**src/rtl/alu_pkg.sv**
```systemverilog
`default_nettype none
// ============================================================================
// Module  : alu_pkg
// Purpose : Shared types and constants for the multi-cycle ALU.
//           It holds the 4-bit opcode enum, which uses the same encoding as
//           the combinational ALU, and the FSM state constants.
// Ports   : none (package)
// Config  : ALU_FAST_MUL_EN is not used here. See alu_multicycle.
// Revision: 1.0  initial release
// ============================================================================
package alu_pkg;

  typedef enum logic [3:0] {
    OP_ADD  = 4'h0,
    OP_SUB  = 4'h1,
    OP_SEQ  = 4'h2,
    OP_SLT  = 4'h3,
    OP_SGT  = 4'h4,
    OP_AND  = 4'h5,
    OP_OR   = 4'h6,
    OP_NOT  = 4'h7,
    OP_SLTU = 4'h8,
    OP_SGTU = 4'h9,
    OP_SLL  = 4'hA,
    OP_SRL  = 4'hB,
    OP_SLA  = 4'hC,
    OP_SRA  = 4'hD,
    OP_MUL  = 4'hE,
    OP_DIV  = 4'hF
  } alu_op_e;

  // FSM state encoding
  typedef logic [1:0] alu_state_t;
  localparam alu_state_t ST_IDLE = 2'd0;
  localparam alu_state_t ST_EXEC = 2'd1;
  localparam alu_state_t ST_DONE = 2'd2;

endpackage
`default_nettype wire

```
**src/rtl/alu_iter_muldiv.sv**
```systemverilog
`default_nettype none
// ============================================================================
// Module  : alu_iter_muldiv
// Purpose : Iterative unsigned multiplier and divider. MUL uses shift-add and
//           DIV uses restoring division. Both share one iteration counter and
//           one set of datapath registers. Each takes WIDTH iterations after
//           start.
// Ports   : clk, rst_n          clock, async active-low reset
//           start, is_div, a, b load operands and begin (is_div selects DIV)
//           done                high during the final iteration cycle
//           res, rem            product/quotient and remainder. They are
//                               valid while done is high (rem is 0 for MUL)
// Config  : ALU_FAST_MUL_EN is not used here.
// Revision: 1.0  initial release
// ============================================================================
module alu_iter_muldiv #(
  parameter int WIDTH = 32
) (
  input  logic             clk,
  input  logic             rst_n,
  input  logic             start,
  input  logic             is_div,
  input  logic [WIDTH-1:0] a,
  input  logic [WIDTH-1:0] b,
  output logic             done,
  output logic [WIDTH-1:0] res,
  output logic [WIDTH-1:0] rem
);

  localparam int CNT_W = $clog2(WIDTH);

  logic [CNT_W-1:0] cnt_q, cnt_d;
  logic             busy_q, busy_d;
  logic             div_q, div_d;
  // acc: MUL partial product / DIV partial remainder
  // mq : MUL multiplier (shifts right) / DIV dividend becoming quotient
  // opb: MUL multiplicand (shifts left) / DIV divisor (constant)
  logic [WIDTH-1:0] acc_q, acc_d;
  logic [WIDTH-1:0] mq_q, mq_d;
  logic [WIDTH-1:0] opb_q, opb_d;
  logic [WIDTH:0]   r_sh;
  logic [WIDTH:0]   r_sub;

  assign done = busy_q & (cnt_q == CNT_W'(WIDTH - 1));

  always_comb begin
    cnt_d  = cnt_q;
    busy_d = busy_q;
    div_d  = div_q;
    acc_d  = acc_q;
    mq_d   = mq_q;
    opb_d  = opb_q;
    r_sh   = {acc_q, mq_q[WIDTH-1]};
    r_sub  = r_sh - {1'b0, opb_q};
    if (start) begin
      cnt_d  = '0;
      busy_d = 1'b1;
      div_d  = is_div;
      acc_d  = '0;
      mq_d   = a;
      opb_d  = b;
    end else if (busy_q) begin
      cnt_d = cnt_q + CNT_W'(1);
      if (done) begin
        busy_d = 1'b0;
      end
      if (div_q) begin
        // A partial remainder is always below the divisor, so the
        // difference fits back into WIDTH bits.
        if (r_sh >= {1'b0, opb_q}) begin
          acc_d = r_sub[WIDTH-1:0];
          mq_d  = {mq_q[WIDTH-2:0], 1'b1};
        end else begin
          acc_d = r_sh[WIDTH-1:0];
          mq_d  = {mq_q[WIDTH-2:0], 1'b0};
        end
      end else begin
        if (mq_q[0]) begin
          acc_d = acc_q + opb_q;
        end
        mq_d  = mq_q >> 1;
        opb_d = opb_q << 1;
      end
    end
  end

  // Outputs are the post-iteration values, so the result can be captured
  // at the same edge that completes the last iteration.
  assign res = div_q ? mq_d  : acc_d;
  assign rem = div_q ? acc_d : '0;

  always_ff @(posedge clk or negedge rst_n) begin
    if (!rst_n) begin
      cnt_q  <= '0;
      busy_q <= 1'b0;
      div_q  <= 1'b0;
      acc_q  <= '0;
      mq_q   <= '0;
      opb_q  <= '0;
    end else begin
      cnt_q  <= cnt_d;
      busy_q <= busy_d;
      div_q  <= div_d;
      acc_q  <= acc_d;
      mq_q   <= mq_d;
      opb_q  <= opb_d;
    end
  end

endmodule
`default_nettype wire

```
**src/rtl/alu_multicycle.sv**
```systemverilog
`default_nettype none
// ============================================================================
// Module  : alu_multicycle
// Purpose : Multi-cycle integer ALU for the EX stage. It has a valid/ready
//           handshake on the input and output sides. Basic ops retire one
//           cycle after accept. MUL and DIV iterate for WIDTH cycles. Flags
//           are registered together with the result.
// Ports   : clk, rst_n                 clock, async active-low reset
//           in_valid/in_ready, op, a, b  request side
//           out_valid/out_ready         response side
//           result, remainder           result (DIV: quotient + remainder)
//           zero, lt, ltu, overflow, div_zero  registered flags
// Config  : ALU_FAST_MUL_EN - MUL uses a combinational multiplier and
//           retires with basic-op latency. DIV is always iterative.
// Revision: 1.0  initial release
// ============================================================================
module alu_multicycle
  import alu_pkg::*;
#(
  parameter int WIDTH   = 32,
  parameter int SHAMT_W = $clog2(WIDTH)
) (
  input  logic             clk,
  input  logic             rst_n,
  input  logic             in_valid,
  output logic             in_ready,
  input  logic [3:0]       op,
  input  logic [WIDTH-1:0] a,
  input  logic [WIDTH-1:0] b,
  output logic             out_valid,
  input  logic             out_ready,
  output logic [WIDTH-1:0] result,
  output logic [WIDTH-1:0] remainder,
  output logic             zero,
  output logic             lt,
  output logic             ltu,
  output logic             overflow,
  output logic             div_zero
);

`ifdef ALU_FAST_MUL_EN
  localparam bit FAST_MUL = 1'b1;
`else
  localparam bit FAST_MUL = 1'b0;
`endif

  alu_state_t       state_q, state_d;
  logic [WIDTH-1:0] result_q, result_d;
  logic [WIDTH-1:0] remainder_q, remainder_d;
  logic             zero_q, zero_d;
  logic             lt_q, lt_d;
  logic             ltu_q, ltu_d;
  logic             overflow_q, overflow_d;
  logic             div_zero_q, div_zero_d;

  alu_op_e          op_e;
  logic             accept;
  logic             b_is_zero;
  logic             iter_start;
  logic             iter_done;
  logic [WIDTH-1:0] iter_res;
  logic [WIDTH-1:0] iter_rem;
  logic [WIDTH-1:0] sum;
  logic [WIDTH-1:0] diff;
  logic [SHAMT_W-1:0] shamt;
  logic             a_lt_b;
  logic             a_ltu_b;
  logic [WIDTH-1:0] basic_res;
  logic             basic_ovf;

  assign op_e      = alu_op_e'(op);
  assign in_ready  = (state_q == ST_IDLE) | ((state_q == ST_DONE) & out_ready);
  assign out_valid = (state_q == ST_DONE);
  assign accept    = in_valid & in_ready;
  assign b_is_zero = (b == '0);
  // DIV by zero skips iteration and retires like a basic op.
  assign iter_start = accept & (((op_e == OP_MUL) & !FAST_MUL) |
                                ((op_e == OP_DIV) & !b_is_zero));

  alu_iter_muldiv #(
    .WIDTH (WIDTH)
  ) u_iter (
    .clk    (clk),
    .rst_n  (rst_n),
    .start  (iter_start),
    .is_div (op_e == OP_DIV),
    .a      (a),
    .b      (b),
    .done   (iter_done),
    .res    (iter_res),
    .rem    (iter_rem)
  );

  // Single-cycle op mux. It also gives the fast-MUL and DIV-by-zero results.
  always_comb begin
    sum       = a + b;
    diff      = a - b;
    shamt     = b[SHAMT_W-1:0];
    a_lt_b    = $signed(a) < $signed(b);
    a_ltu_b   = a < b;
    basic_res = '0;
    basic_ovf = 1'b0;
    case (op_e)
      OP_ADD: begin
        basic_res = sum;
        basic_ovf = (a[WIDTH-1] == b[WIDTH-1]) & (sum[WIDTH-1] != a[WIDTH-1]);
      end
      OP_SUB: begin
        basic_res = diff;
        basic_ovf = (a[WIDTH-1] != b[WIDTH-1]) & (diff[WIDTH-1] != a[WIDTH-1]);
      end
      OP_SEQ:  basic_res = {{(WIDTH-1){1'b0}}, a == b};
      OP_SLT:  basic_res = {{(WIDTH-1){1'b0}}, a_lt_b};
      OP_SGT:  basic_res = {{(WIDTH-1){1'b0}}, $signed(a) > $signed(b)};
      OP_AND:  basic_res = a & b;
      OP_OR:   basic_res = a | b;
      OP_NOT:  basic_res = ~a;
      OP_SLTU: basic_res = {{(WIDTH-1){1'b0}}, a_ltu_b};
      OP_SGTU: basic_res = {{(WIDTH-1){1'b0}}, a > b};
      OP_SLL:  basic_res = a << shamt;
      OP_SRL:  basic_res = a >> shamt;
      OP_SLA:  basic_res = a << shamt;
      OP_SRA:  basic_res = $unsigned($signed(a) >>> shamt);
      OP_MUL: begin
`ifdef ALU_FAST_MUL_EN
        basic_res = a * b;
`else
        basic_res = '0;
`endif
      end
      OP_DIV:  basic_res = '1;
      default: basic_res = '0;
    endcase
  end

  always_comb begin
    state_d     = state_q;
    result_d    = result_q;
    remainder_d = remainder_q;
    zero_d      = zero_q;
    lt_d        = lt_q;
    ltu_d       = ltu_q;
    overflow_d  = overflow_q;
    div_zero_d  = div_zero_q;

    if ((state_q == ST_EXEC) && iter_done) begin
      state_d     = ST_DONE;
      result_d    = iter_res;
      remainder_d = iter_rem;
      zero_d      = (iter_res == '0);
    end else if (accept) begin
      // Compare flags and overflow come from the operands at accept time.
      lt_d       = a_lt_b;
      ltu_d      = a_ltu_b;
      overflow_d = basic_ovf;
      div_zero_d = (op_e == OP_DIV) & b_is_zero;
      if (iter_start) begin
        state_d = ST_EXEC;
      end else begin
        state_d     = ST_DONE;
        result_d    = basic_res;
        remainder_d = ((op_e == OP_DIV) & b_is_zero) ? a : '0;
        zero_d      = (basic_res == '0);
      end
    end else if ((state_q == ST_DONE) && out_ready) begin
      state_d = ST_IDLE;
    end
  end

  always_ff @(posedge clk or negedge rst_n) begin
    if (!rst_n) begin
      state_q     <= ST_IDLE;
      result_q    <= '0;
      remainder_q <= '0;
      zero_q      <= 1'b0;
      lt_q        <= 1'b0;
      ltu_q       <= 1'b0;
      overflow_q  <= 1'b0;
      div_zero_q  <= 1'b0;
    end else begin
      state_q     <= state_d;
      result_q    <= result_d;
      remainder_q <= remainder_d;
      zero_q      <= zero_d;
      lt_q        <= lt_d;
      ltu_q       <= ltu_d;
      overflow_q  <= overflow_d;
      div_zero_q  <= div_zero_d;
    end
  end

  assign result    = result_q;
  assign remainder = remainder_q;
  assign zero      = zero_q;
  assign lt        = lt_q;
  assign ltu       = ltu_q;
  assign overflow  = overflow_q;
  assign div_zero  = div_zero_q;

endmodule
`default_nettype wire

```
**config.mk**
```make
export PLATFORM = sky130hd
export DESIGN_NAME = alu_multicycle
export DESIGN_NICKNAME = d
export VERILOG_FILES = /design/src/rtl/alu_pkg.sv /design/src/rtl/alu_iter_muldiv.sv /design/src/rtl/alu_multicycle.sv
export SDC_FILE = /design/constraint.sdc
export NUM_CORES = 1
export LEC_CHECK = 0
export CORE_ASPECT_RATIO = 2
export CORE_UTILIZATION = 48
export CTS_CLUSTER_SIZE = 14
export DETAILED_ROUTE_END_ITERATION = 10
export PLACE_DENSITY = 0.77
export SLEW_MARGIN = 20
export SYNTH_ARGS = -nofsm -noshare
export SYNTH_HDL_FRONTEND = slang
export SYNTH_SLANG_ARGS = --single-unit
```
**constraint.sdc**
```tcl
create_clock -name clk -period 6.1 [get_ports clk]
set_input_delay 1.83 -clock clk [delete_from_list [all_inputs] [get_ports clk]]
set_output_delay 1.83 -clock clk [all_outputs]
set_load 0.005 [all_outputs]
```
==> results.toml, run 1 <==
[run_status]
outcome = "aborted with a tool error"
haltStage = "global routing"
stop_error = "[ERROR GRT-0116] Global routing finished with congestion. Check the congestion regions in the DRC Viewer."

[cts]
cts_buffers = 17
cts_max_level = 4
clockRootBuffer = "clkbuf_16"
cts_hold_buf = 0
cts_buffer_depth = 2
clock_sinks = 174
cts_setup_buffers = 0
cts.repair.resized = 0

[die]
pin_count = 143
die_h_um = 310
initial_core_util_pct = 48.7
rows = 112
fp.dieW_um = 156

[place]
place.gp.congestion = 1.15
hpwl_um = 107000
io_buffers = 142
dp_worst_setup_slack_ns = -0.422

[synth]
yosys-top-cells-count = "nand2_1 (316), nor2_1 (305), a21oi_1 (281)"
synth_top_area_share_pct = 19.1
synth_mux_area_share_pct = 12.0
synth_top_cell_by_area = "dfrtp_1"
synth_most_common_cell = "nand2_1"
synth_enable_flop_cells = 0
synth.net_count = 3275
synthAdderAreaFrac_pct = 9.24
ys_types = 85
ys_ff_latch = 174
syn-instance-count = 3037
synthesis.area_um2 = 22800
synth_compound_area_share_pct = 30.9
ys.flop_type = "dfrtp_1"
avgSynthCellArea_um2 = 7.51
yosys.area_share.simple_pct = 19.2
synth-xor-area-share_pct = 2.65
yosysWarningCount = 0
synth_area_leaders = "dfrtp_1 (19%), ha_1 (8.9%), a21oi_1 (6.2%), mux2i_1 (5.5%), mux4_2 (5.4%)"
async_reset_ff_share_pct = 100
synth_top_family_by_area = "compound AO/OA/AOI/OAI gates"
ys_seq_area_share_pct = 19.1

[global_routing]
grt_max_degree = 90
grt_pass1_wl_um = 216000
grt-ovfl-total = 5
grt_pass1_vias = 31000
track_usage_pct = 61.7
==> layer usage <==
metal	overflow	track usage [%]
met1	0	61.8
met2	3	87.9
met3	0	31.1
met4	2	67.7
met5	0	0.104
==> logic make-up after synthesis <==
logic type / Yosys count
AOI/OAI and AO/OA: 1057
and+or+nand+nor: 963
buffers and inverters: 407
muxes: 201
DFF: 174
adders and majority gates: 166
xor gates and xnor gates: 69
==> metrics by stage <==
stage | std cells | instance area [um2]
after CTS | 4051 | 28400
after detailed placement | 4020 | 27800
after global placement | 4020 | 27800
after floorplan | 3037 | 22800
==> run 2: changes to the inputs <==
CORE_ASPECT_RATIO = default   (was 2)
CORE_UTILIZATION = 33   (was 48)
CTS_CLUSTER_SIZE = default   (was 14)
PLACE_DENSITY = default   (was 0.77)
PLACE_DENSITY_LB_ADDON = 0.15   (was default)
==> run 2 against run 1 <==
  * The flow now finishes, with violations (negative setup slack)
  * Area after synthesis did not move
  * Synthesized cell count did not move
==> results.toml, run 2 <==
[run_status]
outcome = "finished with violations"
violations = "negative setup slack"

[detailed_routing]
wl_per_cell_um = 34.2
vias = 28000
wl_met1_um = 58100
drt-vias-per-instance = 6.44
drt_drc_violations_left = 0
wl_um = 149000
antenna_left = 0
dr.pass1.iters = 9
wl_met2_um = 67400
dr.max_layer_used = "met5"
wl_met3_um = 11200
drtIter0Drc = 3506

[cts]
cts_buffers = 17
cts_max_level = 4
cts_setup_buffers = 0
cts_buffer_depth = 2
cts.repair.resized = 0
cts_hold_buf = 0
clockRootBuffer = "clkbuf_16"
tritoncts = "yes"
cts.clk_slew.worst_paths_ns = 0.07
worstSkewPairLatency_ns = 0.46
clock_sinks = 174

[power]
ir_drop_uv = 262
finalPower_mw = 12.4
p_per_area_nw_per_um2 = 430
p_leak_nw = 12.7

[finish]
fin_nets = 3684
drive_above_1_share_pct = 18.8
final_cell_mix = "buf_4 (476), nand2_1 (316), nor2_1 (300), a21oi_1 (281), o21ai_0 (189)"
final_common_cell = "buf_4"
fin_cells = 4346
area_growth_pct = 26.8

[die]
rows = 96
initial_core_util_pct = 33.3
fp.coreArea_um2 = 68500
die_h_um = 265
pin_count = 143
fp.dieW_um = 265
die-area_um2 = 70200

[worst_setup_path]
arrival_ns = 6.48
slowest_delay_ns = 0.94
worstSetupPathType = "in2reg"
end_kind = "register"
critPathTopFamily = "compound AO/OA/AOI/OAI gates"
slowest_stage = "a2111oi_0"
worstPathRequired_ns = 6.45
r2r.worst_path.cells = 14
r2r-start = "u_iter.acc_q[1]"
critPathBufInv = 6
path_max_fanout = 14
start_kind = "input pin"
r2r_end = "remainder[3]"
crit_chain = "clkdlybuf4s50_1 > nor4_1 > buf_4 > nand4_1 > o31ai_2 > buf_12 > buf_12 > nor2_4 > buf_4 > a2111oi_0 > buf_4 > a211oi_1 > nand4_1 > nor4_1 > nand3b_1 > nor4_1 > a41o_1 > a21o_1"
rrSetupSlack_ns = 1.13

[global_routing]
antenna_found_initial = 13
grt_max_degree = 91
grt_pass1_wl_um = 206000
grt_pass1_vias = 27000
grt-ovfl-total = 0
track_usage_pct = 41.3

[synth]
synth_most_common_cell = "nand2_1"
avgSynthCellArea_um2 = 7.51
synth_top_cell_by_area = "dfrtp_1"
yosysWarningCount = 0
synth_enable_flop_cells = 0
ys_ff_latch = 174
ys_types = 85
syn-instance-count = 3037
ys_seq_area_share_pct = 19.1
async_reset_ff_share_pct = 100
synthesis.area_um2 = 22800
yosys-top-cells-count = "nand2_1 (316), nor2_1 (305), a21oi_1 (281)"
ys.flop_type = "dfrtp_1"
synth_top_area_share_pct = 19.1
synth.net_count = 3275
synth_area_leaders = "dfrtp_1 (19%), ha_1 (8.9%), a21oi_1 (6.2%), mux2i_1 (5.5%), mux4_2 (5.4%)"

[timing]
setup_slack_ns = -0.0265
drv_slew = 0
tightestPinTransition_ns = 1.19
tns_ns = -0.0265
final-setup-viol-count = 1
skew_ns = 0.0158
timing.fmax_ghz = 0.163
fin_hold_ws_ns = 0.477
min_period_ns = 6.13
hold_viol_final = 0
grt_setup_unrepaired = "false"
period_share_pct = 100
slew_headroom_pct = 18.7

[place]
dp_cells = 4309
dp_worst_setup_slack_ns = -0.318
io_buffers = 142
hpwl_um = 122000
place.gp.congestion = 1.05

[hold_path]
hp-start = "result[17]"
min_to = "result[17]"
hold_depth = 2
hold_path.class = "reg2reg"

[run]
maxCapViolCount = 0
==> run 2: worst max path at each step <==
| stage | start | end | slack, ns | cells past startpoint |
|---|---|---|---|---|
| 3_3_place_gp | b[5] | zero | -0.39 | 19 |
| 3_5_place_dp | b[5] | zero | -0.32 | 19 |
| 6_report | b[29] | zero | -0.03 | 18 |
| 2_1_floorplan | b[1] | zero | 0.02 | 17 |
| 4_1_cts | b[5] | zero | 0.15 | 19 |
| 5_1_grt | a[0] | zero | 0.001 | 17 |
==> run 2: logic make-up after synthesis <==
family | after synthesis | synth area share, %
compound gates | 1057 | 30.9
simple gates | 963 | 19.2
buf+inv | 407 | 6.92
mux | 201 | 12.0
flops | 174 | 19.1
fa+ha+maj | 166 | 9.24
xor+xnor | 69 | 2.65
==> run 2: metal layers <==
layer  vias to the layer above  GRT usage, %
met4                        10          28.8
li1                      12100             -
met3                       354          7.14
met5                         -             0
met2                      1554          66.3
met1                     13900          50.4
==> run 2: power by group <==
part / internal, mW / total (mW) / leakage (nW) / switching, mW
sequential: 1.65 / 2.32 / 2.16 / 0.670
combinational: 3.49 / 8.96 / 10.3 / 5.47
clock: 0.613 / 1.17 / 0.288 / 0.555
==> run 2: final cells by class <==
| type | count | area [um2] |
|---|---|---|
| clock inverter | 14 | 155 |
| timing repair buffer | 634 | 5320 |
| fill | 7058 | 39500 |
| tap | 882 | 1100 |
| clock buffer | 18 | 429 |
| inverter | 163 | 612 |
| multi-input combinational | 2456 | 16900 |
| sequential | 174 | 4360 |
| antenna | 5 | 12.5 |
==> run 2: tightest hold or removal path: cells and delay by family, from the launching register on <==
| family | cells | cell delay [ns] |
|---|---|---|
| flops | 1 | 0.35 |
| simple gates | 2 | 0.10 |
==> run 2: metrics by stage <==
step | util, % | instance area (um2)
floorplan | - | 22800
global placement | 41.4 | 28300
detailed placement | 41.4 | 28300
CTS | 42.2 | 28900
global route | 42.2 | 28900
finish | 42.3 | 28900
(Power assumes the default switching activity.)
==> run 3: changes to the inputs <==
CORE_UTILIZATION = 25   (was 33)
==> run 3 against run 2 <==
  * The flow now finishes without violations
  * Final cell count up 5.8%
  * Wire length fell by 0.95%
  * Global-route usage is 10 points lower
  * Combinational power is essentially flat
  * Cell area increased by 0.20%
  * Non-clock buffer count decreased by 37
  * Hold slack gained 0.0047 ns
  * Clock-buffer cell count unchanged
  * Largest power group unchanged
==> results.toml, run 3 (synthesis gave the netlist of run 2 again) <==
[run_status]
outcome = "complete, no violations"

[cts]
worstSkewPairLatency_ns = 0.48
clockRootBuffer = "clkbuf_16"
cts.clk_slew.worst_paths_ns = 0.08
tritoncts = "yes"
cts_max_level = 4
cts_buffer_depth = 2
cts_setup_buffers = 0
clock_sinks = 174
cts_buffers = 17

[timing]
drv_slew = 0
min_period_ns = 5.90
hold_viol_final = 0
skew_ns = 0.0184
period_share_pct = 96.7
timing.fmax_ghz = 0.170
grt_setup_unrepaired = "false"
slew_headroom_pct = 29.2
final-setup-viol-count = 0
tightestPinTransition_ns = 1.06
setup_slack_ns = 0.203
fin_hold_ws_ns = 0.482

[worst_setup_path]
r2r.worst_path.cells = 15
startpoint = "a[12]"
arrival_ns = 6.33
end_kind = "register"
critPathBufInv = 5
slowest_delay_ns = 0.67
path_max_fanout = 9
rrSetupSlack_ns = 0.96
r2r-start = "u_iter.acc_q[2]"
start_kind = "input pin"
crit_top_cell = "buf_4"
critPathTopFamily = "buffers and inverters"
worstSetupPathDepth = 18
endpoint = "zero"
worstPathRequired_ns = 6.53
worstSetupPathType = "in2reg"
slowest_stage = "clkdlybuf4s50_1"
r2r_end = "remainder[0]"
crit_chain = "clkdlybuf4s50_1 > inv_1 > ha_1 > buf_4 > nor3_1 > nand3_1 > a31oi_1 > buf_4 > o21ai_0 > buf_4 > nand2_1 > a31oi_1 > a221o_1 > a21oi_1 > nand2_1 > nor4_1 > and4_1 > a21o_1"

[finish]
drive_above_1_share_pct = 18.0
final_common_cell = "buf_4"
fin_cells = 4599
area_growth_pct = 27.1
fillers = 9824
final_cell_mix = "buf_4 (444), nand2_1 (316), nor2_1 (300), a21oi_1 (281), o21ai_0 (189)"
fin_nets = 3647

[detailed_routing]
wl_met3_um = 8880
drt_drc_violations_left = 0
wl_per_cell_um = 32.0
drtIter0Drc = 3065
drt-vias-per-instance = 5.95
antenna_left = 0
wl_um = 147000
dr.max_layer_used = "met5"
wl_met1_um = 61800
dr.pass1.iters = 5
wl_met2_um = 67200
vias = 27400

[global_routing]
track_usage_pct = 31.0
grt_pass1_wl_um = 205000
grt-ovfl-total = 0
grt_max_degree = 117
grt_pass1_vias = 26500
antenna_found_initial = 8

[place]
hpwl_um = 120000
dp_worst_setup_slack_ns = -0.329
dp_cells = 4566
io_buffers = 142
place.gp.congestion = 1.03

[die]
die_h_um = 304
fp.coreArea_um2 = 90100
pin_count = 143
initial_core_util_pct = 25.3
rows = 110
die-area_um2 = 92500
fp.dieW_um = 304

[hold_path]
hold_path.class = "reg2reg"

[power]
p_per_area_nw_per_um2 = 430
p_leak_nw = 12.5
ir_drop_uv = 254

[run]
maxCapViolCount = 0
[run 3: changes by cell type in the layout (fill, tap and decap cells not counted), moves of 3 or more]
| cell | delta |
|---|---|
| diode_2 | -4 |
| inv_8 | +4 |
| clkinv_2 | -3 |
| buf_4 | -32 |
| buf_12 | -4 |
[run 3: worst reg2reg max path, cell delays in order, from the launching register on]
cell and delay, ns:
dfrtp_1 0.51, ha_1 0.44, nand4_1 0.15, a21oi_1 0.20, nor4_1 0.14, o31ai_1 0.67, a221oi_2 0.15, buf_4 0.22
o31ai_4 0.68, buf_4 0.42, nand2_1 0.10, o21ai_0 0.08, a21oi_1 0.09, o221a_2 0.35, a221oi_1 0.73, nor2_1 0.08
[run 3: through the flow]
stage | total power [mW] | setup TNS (ns) | util [%] | instance area (um2)
finish | 12.5 | 0 | 32.2 | 29000
global placement | 11.1 | -0.389 | 31.5 | 28400
detailed placement | 11.0 | -0.518 | 31.5 | 28400
CTS | 12.3 | 0 | 32.1 | 29000
global route | 13.2 | 0 | 32.1 | 29000
floorplan | 7.07 | 0 | - | 22800
[run 3: timing repair]
action	in CTS	in global routing
hold buffers	0	0
resized for setup	0	1
endpoints found under the setup margin	0	1
[run 3: metal layers]
layer | vias to the layer above | GRT usage (%)
li1 | 12100 | -
met1 | 13600 | 40.1
met2 | 1333 | 49.9
met3 | 286 | 3.64
met4 | 6 | 17.5
met5 | - | 0
[run 3: power by group]
part,switching (mW),internal (mW)
sequential,0.654,1.65
clock,0.612,0.600
combinational,5.43,3.53
total,6.69,5.77
[run 3: worst min path at each step]
stage / startpoint / endpoint / cells after the start
2_1_floorplan: result[11] / result[11] / 2
3_3_place_gp: result[17] / result[17] / 2
3_5_place_dp: result[17] / result[17] / 2
4_1_cts: result[17] / result[17] / 2
5_1_grt: result[17] / result[17] / 2
6_report: result[17] / result[17] / 2
[run 3: cell type report]
type                            count  area (um2)  share of cell area, %
Sequential cell                   174        4360                   15.0
Tap cell                         1176        1470                   5.08
Clock inverter                     14         163                  0.561
Clock buffer                       18         439                   1.52
Multi-Input combinational cell   2456       16900                   58.5
Timing Repair Buffer              597        4990                   17.2
Inverter                          163         612                   2.11
Antenna cell                        1        2.50                0.00863
